## src/rtl/cpu_pkg.sv

```systemverilog
// Shared CPU definitions: ALU function codes, R-type opcodes, aluop
// encodings, the zero register index and the forwarding select helper.
package cpu_pkg;

    localparam int unsigned XLEN = 64;

    localparam logic [4:0] XZR = 5'd31;

    localparam logic [3:0] ALU_AND   = 4'b0000;
    localparam logic [3:0] ALU_OR    = 4'b0001;
    localparam logic [3:0] ALU_ADD   = 4'b0010;
    localparam logic [3:0] ALU_SUB   = 4'b0110;
    localparam logic [3:0] ALU_PASSB = 4'b0111;

    localparam logic [10:0] OPC_ADD = 11'b10001011000;
    localparam logic [10:0] OPC_SUB = 11'b11001011000;
    localparam logic [10:0] OPC_AND = 11'b10001010000;
    localparam logic [10:0] OPC_ORR = 11'b10101010000;

    typedef enum logic [1:0] {
        ALUOP_ADD   = 2'b00,
        ALUOP_PASSB = 2'b01,
        ALUOP_RTYPE = 2'b10,
        ALUOP_RSVD  = 2'b11
    } aluop_e;

    // One held instruction slot of the ID/EX register.
    typedef struct packed {
        logic [4:0]      rn;
        logic [4:0]      rm;
        logic [4:0]      rd;
        logic [XLEN-1:0] rn_data;
        logic [XLEN-1:0] rm_data;
        logic [XLEN-1:0] imm;
        logic            alusrc;
        logic            regwrite;
        logic            memread;
        logic            memwrite;
        logic            memtoreg;
        logic [3:0]      aluctrl;
    } idex_slot_t;

    // EX/MEM has the youngest result, so it wins over MEM/WB; XZR never forwards.
    function automatic logic [XLEN-1:0] fwd_sel(
        input logic [4:0]      src,
        input logic [XLEN-1:0] held,
        input logic            ex_we,
        input logic [4:0]      ex_rd,
        input logic [XLEN-1:0] ex_res,
        input logic            wb_we,
        input logic [4:0]      wb_rd,
        input logic [XLEN-1:0] wb_res
    );
        logic [XLEN-1:0] val;
        val = held;
        if (src != XZR) begin
            if (ex_we && (ex_rd == src)) begin
                val = ex_res;
            end else if (wb_we && (wb_rd == src)) begin
                val = wb_res;
            end
        end
        return val;
    endfunction

endpackage

```

## src/rtl/alu_ctrl_decode.sv

```systemverilog
// Combinational aluop + opcode -> 4-bit ALU function code.
module alu_ctrl_decode
    import cpu_pkg::*;
(
    input  logic [1:0]  aluop_i,
    input  logic [10:0] opcode_i,
    output logic [3:0]  alu_ctrl_o
);

    // Unknown R-type opcodes and the reserved aluop fall back to ADD.
    always_comb begin
        alu_ctrl_o = ALU_ADD;
        case (aluop_e'(aluop_i))
            ALUOP_ADD:   alu_ctrl_o = ALU_ADD;
            ALUOP_PASSB: alu_ctrl_o = ALU_PASSB;
            ALUOP_RTYPE: begin
                case (opcode_i)
                    OPC_ADD: alu_ctrl_o = ALU_ADD;
                    OPC_SUB: alu_ctrl_o = ALU_SUB;
                    OPC_AND: alu_ctrl_o = ALU_AND;
                    OPC_ORR: alu_ctrl_o = ALU_OR;
                    default: alu_ctrl_o = ALU_ADD;
                endcase
            end
            default:     alu_ctrl_o = ALU_ADD;
        endcase
    end

endmodule

```

## src/rtl/idex_operand_stage.sv

```systemverilog
// ID/EX pipeline register with operand select, load-use hazard detection
// and valid/ready handshake on both sides.
// Build option: FORWARDING_EN enables EX/MEM and MEM/WB operand forwarding;
// without it the held register-file values drive the ALU operands directly.
module idex_operand_stage
    import cpu_pkg::*;
(
    input  logic            CLK,
    input  logic            resetl,
    input  logic            in_valid,
    output logic            in_ready,
    input  logic [63:0]     in_rn_data,
    input  logic [63:0]     in_rm_data,
    input  logic [63:0]     in_imm,
    input  logic [4:0]      in_rn,
    input  logic [4:0]      in_rm,
    input  logic [4:0]      in_rd,
    input  logic [10:0]     in_opcode,
    input  logic [1:0]      in_aluop,
    input  logic            in_alusrc,
    input  logic            in_regwrite,
    input  logic            in_memread,
    input  logic            in_memwrite,
    input  logic            in_memtoreg,
    input  logic            flush,
    input  logic            exmem_regwrite,
    input  logic [4:0]      exmem_rd,
    input  logic [63:0]     exmem_result,
    input  logic            memwb_regwrite,
    input  logic [4:0]      memwb_rd,
    input  logic [63:0]     memwb_result,
    output logic            out_valid,
    input  logic            out_ready,
    output logic [63:0]     BusA,
    output logic [63:0]     BusB,
    output logic [3:0]      ALUCtrl,
    output logic [63:0]     out_store_data,
    output logic [4:0]      out_rd,
    output logic            out_regwrite,
    output logic            out_memread,
    output logic            out_memwrite,
    output logic            out_memtoreg,
    output logic            hazard
);

    idex_slot_t slot_q, slot_d;
    logic       valid_q, valid_d;
    logic [3:0] alu_ctrl_dec;
    logic       uses_rm;
    logic       load_pending;
    logic       capture;
    logic [63:0] fwd_rn, fwd_rm;

    alu_ctrl_decode u_alu_ctrl_decode (
        .aluop_i    (in_aluop),
        .opcode_i   (in_opcode),
        .alu_ctrl_o (alu_ctrl_dec)
    );

    // Load-use detection against the incoming instruction's sources.
    always_comb begin
        uses_rm      = !in_alusrc || in_memwrite;
        load_pending = valid_q && slot_q.memread && (slot_q.rd != XZR);
        hazard       = load_pending &&
                       ((in_rn == slot_q.rd) || (uses_rm && (in_rm == slot_q.rd)));
        in_ready     = (!valid_q || out_ready) && !hazard && !flush;
        capture      = in_valid && in_ready;
    end

    // Next slot: flush beats capture, capture beats drain, otherwise hold.
    always_comb begin
        slot_d  = slot_q;
        valid_d = valid_q;
        if (flush) begin
            valid_d = 1'b0;
        end else if (capture) begin
            valid_d          = 1'b1;
            slot_d.rn        = in_rn;
            slot_d.rm        = in_rm;
            slot_d.rd        = in_rd;
            slot_d.rn_data   = in_rn_data;
            slot_d.rm_data   = in_rm_data;
            slot_d.imm       = in_imm;
            slot_d.alusrc    = in_alusrc;
            slot_d.regwrite  = in_regwrite;
            slot_d.memread   = in_memread;
            slot_d.memwrite  = in_memwrite;
            slot_d.memtoreg  = in_memtoreg;
            slot_d.aluctrl   = alu_ctrl_dec;
        end else if (out_ready) begin
            valid_d = 1'b0;
        end
    end

    // Slot register; reset discards any held instruction.
    always_ff @(posedge CLK or negedge resetl) begin
        if (!resetl) begin
            slot_q  <= '0;
            valid_q <= 1'b0;
        end else begin
            slot_q  <= slot_d;
            valid_q <= valid_d;
        end
    end

`ifdef FORWARDING_EN
    // Operand forwarding from the later pipeline stages.
    always_comb begin
        fwd_rn = fwd_sel(slot_q.rn, slot_q.rn_data, exmem_regwrite, exmem_rd,
                         exmem_result, memwb_regwrite, memwb_rd, memwb_result);
        fwd_rm = fwd_sel(slot_q.rm, slot_q.rm_data, exmem_regwrite, exmem_rd,
                         exmem_result, memwb_regwrite, memwb_rd, memwb_result);
    end
`else
    logic unused_fwd;
    assign unused_fwd = ^{exmem_regwrite, exmem_rd, exmem_result,
                          memwb_regwrite, memwb_rd, memwb_result,
                          slot_q.rn, slot_q.rm};

    // Forwarding disabled: operands come straight from the held register reads.
    always_comb begin
        fwd_rn = slot_q.rn_data;
        fwd_rm = slot_q.rm_data;
    end
`endif

    // Output drive; control bits are suppressed for an empty slot.
    always_comb begin
        out_valid      = valid_q;
        BusA           = fwd_rn;
        BusB           = slot_q.alusrc ? slot_q.imm : fwd_rm;
        out_store_data = fwd_rm;
        ALUCtrl        = slot_q.aluctrl;
        out_rd         = slot_q.rd;
        out_regwrite   = valid_q && slot_q.regwrite;
        out_memread    = valid_q && slot_q.memread;
        out_memwrite   = valid_q && slot_q.memwrite;
        out_memtoreg   = valid_q && slot_q.memtoreg;
    end

endmodule

```

## config.mk

```make
export PLATFORM = sky130hd
export DESIGN_NAME = idex_operand_stage
export DESIGN_NICKNAME = d
export VERILOG_FILES = /design/src/rtl/cpu_pkg.sv /design/src/rtl/alu_ctrl_decode.sv /design/src/rtl/idex_operand_stage.sv
export SDC_FILE = /design/constraint.sdc
export NUM_CORES = 1
export LEC_CHECK = 0
export CORE_AREA = 2 2 227 229
export CTS_CLUSTER_DIAMETER = 30
export DETAILED_ROUTE_END_ITERATION = 6
export DIE_AREA = 0 0 229 231
export GPL_TIMING_DRIVEN = 0
export PLACE_DENSITY = 0.51
export SLEW_MARGIN = 5
export SYNTH_ARGS = -nofsm -noshare
export SYNTH_HDL_FRONTEND = slang
export SYNTH_SLANG_ARGS = --single-unit
export TNS_END_PERCENT = 1
```

## constraint.sdc

```tcl
create_clock -name CLK -period 4.3 [get_ports CLK]
set_input_delay 0.43 -clock CLK [delete_from_list [all_inputs] [get_ports CLK]]
set_output_delay 0.43 -clock CLK [all_outputs]
set_load 0.1 [all_outputs]
```

==> out/metrics.csv <==
metric,value,unit
status,"complete, no violations",
chip height,231,um
CTS root buffer,clkbuf_16,
crit start category,flop,
Critical Path RT,3.87,ns
hold slack,0.398,ns
worst-margin pin slew,1.14,ns
multiplexer area fraction after synthesis,0.348,
Final Util,0.359,
xor/xnor share of the synthesized area,0.00848,
Net Sw Power,5.25,mW
Total GRT Usage,0.126,
DRT iter0 DRCs,158,
RSZ-0062 raised after global routing,no,
clk_skew,0.0153,ns
number of H-tree levels,3,
clock slew seen by the registers of the worst setup and hold paths,0.04,ns
DRT antenna net count,0,
aggregate negative setup slack,0,ns
final setup vio count,0,
leakage dissipation,7.96,nW
Synth Area in Adders,0.00242,
final WL,33300,um
peak supply drop,0.419,mV
GRT overflow,0,
HP Class,in -> async,
largest family of logic cells by synthesized area,multiplexers,
initial antenna violation count,6,
Synth Warn #,0,
first-pass GRT wire length,50200,um
CTS Buf Count,77,
crit-path max FO,10,
vias,7173,
Syn Nets,1061,
post-synthesis cell type count,28,
Die Width,229,um
placed cells,1807,
Crit Path Category,reg -> out,
Final Power,13.1,mW
crit path capture type,output port,
Post-Synth Simple-Gate Area,0.0105,
Sequential Power Share,0.192,
number of global-route vias before repair,8183,
fraction of layout cells with a size suffix above 1,0.444,
crit path time final,3.70,ns
Synth Area per Inst,15.0,sq um
Placer Congestion,0.767,
core region area,50700,sq um
"Seq/Total Area, Yosys",0.499,
CTS sink count,206,
detailed-route vias per instance,3.68,
period utilization,0.861,
"commonest cells after routing, fill and taps aside","clkdlybuf4s50_1, dfrtp_1, mux2_4",
IO Count,578,
cell area after synthesis,10300,sq um
switch share,0.401,
Max Root-Sink Buffers,3,
clock network power share,0.409,
"commonest non-fill, non-tap cell in the layout",clkdlybuf4s50_1,
Post-DP HPWL,24300,um
Initial Util,0.204,
layout net count,1579,
First-pass DRT Iterations,4,
area growth from synthesis to layout,76.4,%
Fin. Hold Viols,0,
Pins Over Slew Limit,0,
fmax,0.270,GHz
postcts setup bufs,0,
r2r setup slk,1.86,ns
P_int,7.85,mW
pwr dens,719,nW/um^2
worst-skew pair later-pin latency,0.57,ns
Rows,83,
Worst slew margin,0.237,
max_cap viols,0,
I/O Buffers,436,
CTS tree,done,
Layout Cells excl Fill,1951,
Yosys reg bits,206,
largest net degree at the start of global routing,79,
"Arr. time, crit path",3.27,ns
DR DRC count,0,
power share of the combinational group,0.399,
WL/cell,17.1,um
Mapped Cells,689,
Synth Area in Compound Gates,0.00606,
die area,52900,sq um
-- synth_stat cells --
cell	number	area [sq um]
a31oi_1	1	6.26
nand4b_1	1	8.76
nand3_1	1	5.00
mux2_4	150	2250
mux2_2	119	1340
nor4_1	1	6.26
buf_4	137	1030
clkbuf_1	7	26.3
inv_1	4	15.0
a22oi_1	1	7.51
a41oi_1	1	8.76
a211o_1	1	8.76
buf_6	17	191
xor2_1	10	87.6
buf_2	6	30.0
and2_1	4	25.0
a21oi_1	2	10.0
nand2b_1	1	6.26
or4_1	1	7.51
dfrtp_1	206	5150
ha_1	2	25.0
o21ai_0	2	10.0
nand2_1	3	11.3
conb_1	1	3.75
nor3_1	1	5.00
o2111a_1	1	11.3
nor2_1	7	26.3
nor3b_1	1	7.51
-- sequential cells by signal, indices dropped and copies added (netlist names) --
name            cells
slot_q             69
BusA               64
out_valid           1
out_rd              5
out_store_data     64
ALUCtrl             3
-- what timing repair did --
item / 4_1_cts / 5_1_grt
gates resized for setup: 1 / 0
hold endpoints to repair: 59 / 0
setup endpoints to repair: 23 / 0
hold buffers: 1 / 0
-- per-stage QoR --
step / instance area [sq um] / setup WS [ns]
2_1_floorplan: 10300 / 0.310
3_3_place_gp: 15500 / -7.10
3_5_place_dp: 15600 / 0.556
4_1_cts: 18200 / 0.363
5_1_grt: 18200 / 0.302
6_report: 18200 / 0.597
-- power by group through the flow --
stage	sequential (mW)	combinational [mW]	clock, mW
floorplan	2.46	4.08	0
global placement	2.53	5.25	0
detailed placement	2.54	5.26	0
CTS	2.52	5.28	5.50
global route	2.57	5.39	5.63
finish	2.52	5.23	5.36
-- logic make-up after synthesis --
kind of cell | after synthesis
muxes | 269
DFF | 206
buffers and inverters | 171
and+or+nand+nor | 21
xor gates and xnor gates | 10
AOI/OAI and AO/OA | 9
adders and majority gates | 2
other | 1
-- cell type report --
| type | instances | area [sq um] |
|---|---|---|
| Fill cell | 5046 | 32500 |
| Sequential cell | 206 | 5150 |
| Timing Repair Buffer | 439 | 4430 |
| Multi-Input combinational cell | 312 | 3890 |
| Clock buffer | 121 | 2450 |
| Buffer | 167 | 1280 |
| Tap cell | 680 | 851 |
| Clock inverter | 18 | 140 |
| Inverter | 4 | 15.0 |
| Antenna cell | 4 | 10.0 |
-- path summary, 6_finish.rpt --
path	startpoint	end	cells after the start
min in group CLK	in_rm_data[52]	out_store_data[52]	2
min	resetl	out_store_data[25]	2
min reg2reg	slot_q[6]	slot_q[6]	1
max reg2reg	out_rd[3]	out_store_data[1]	8
max in group asynchronous	resetl	BusA[49]	3
max	slot_q[8]	BusB[15]	4
-- critical path, stage by stage (launching register included) --
cell	delay [ns]
dfrtp_1	0.33
clkbuf_2	0.37
clkbuf_1	0.57
mux2_2	0.28
clkdlybuf4s50_1	1.15
-- per-layer routing --
| layer | vias to the layer above | routed length [um] | global-route usage |
|---|---|---|---|
| li1 | 3317 | - | - |
| met2 | 281 | 16200 | 0.205 |
| met5 | - | 21 | 0 |
| met1 | 3507 | 13500 | 0.143 |
| met3 | 64 | 2700 | 0.0484 |
| met4 | 4 | 903 | 0.0668 |
(Power assumes the default switching activity.)
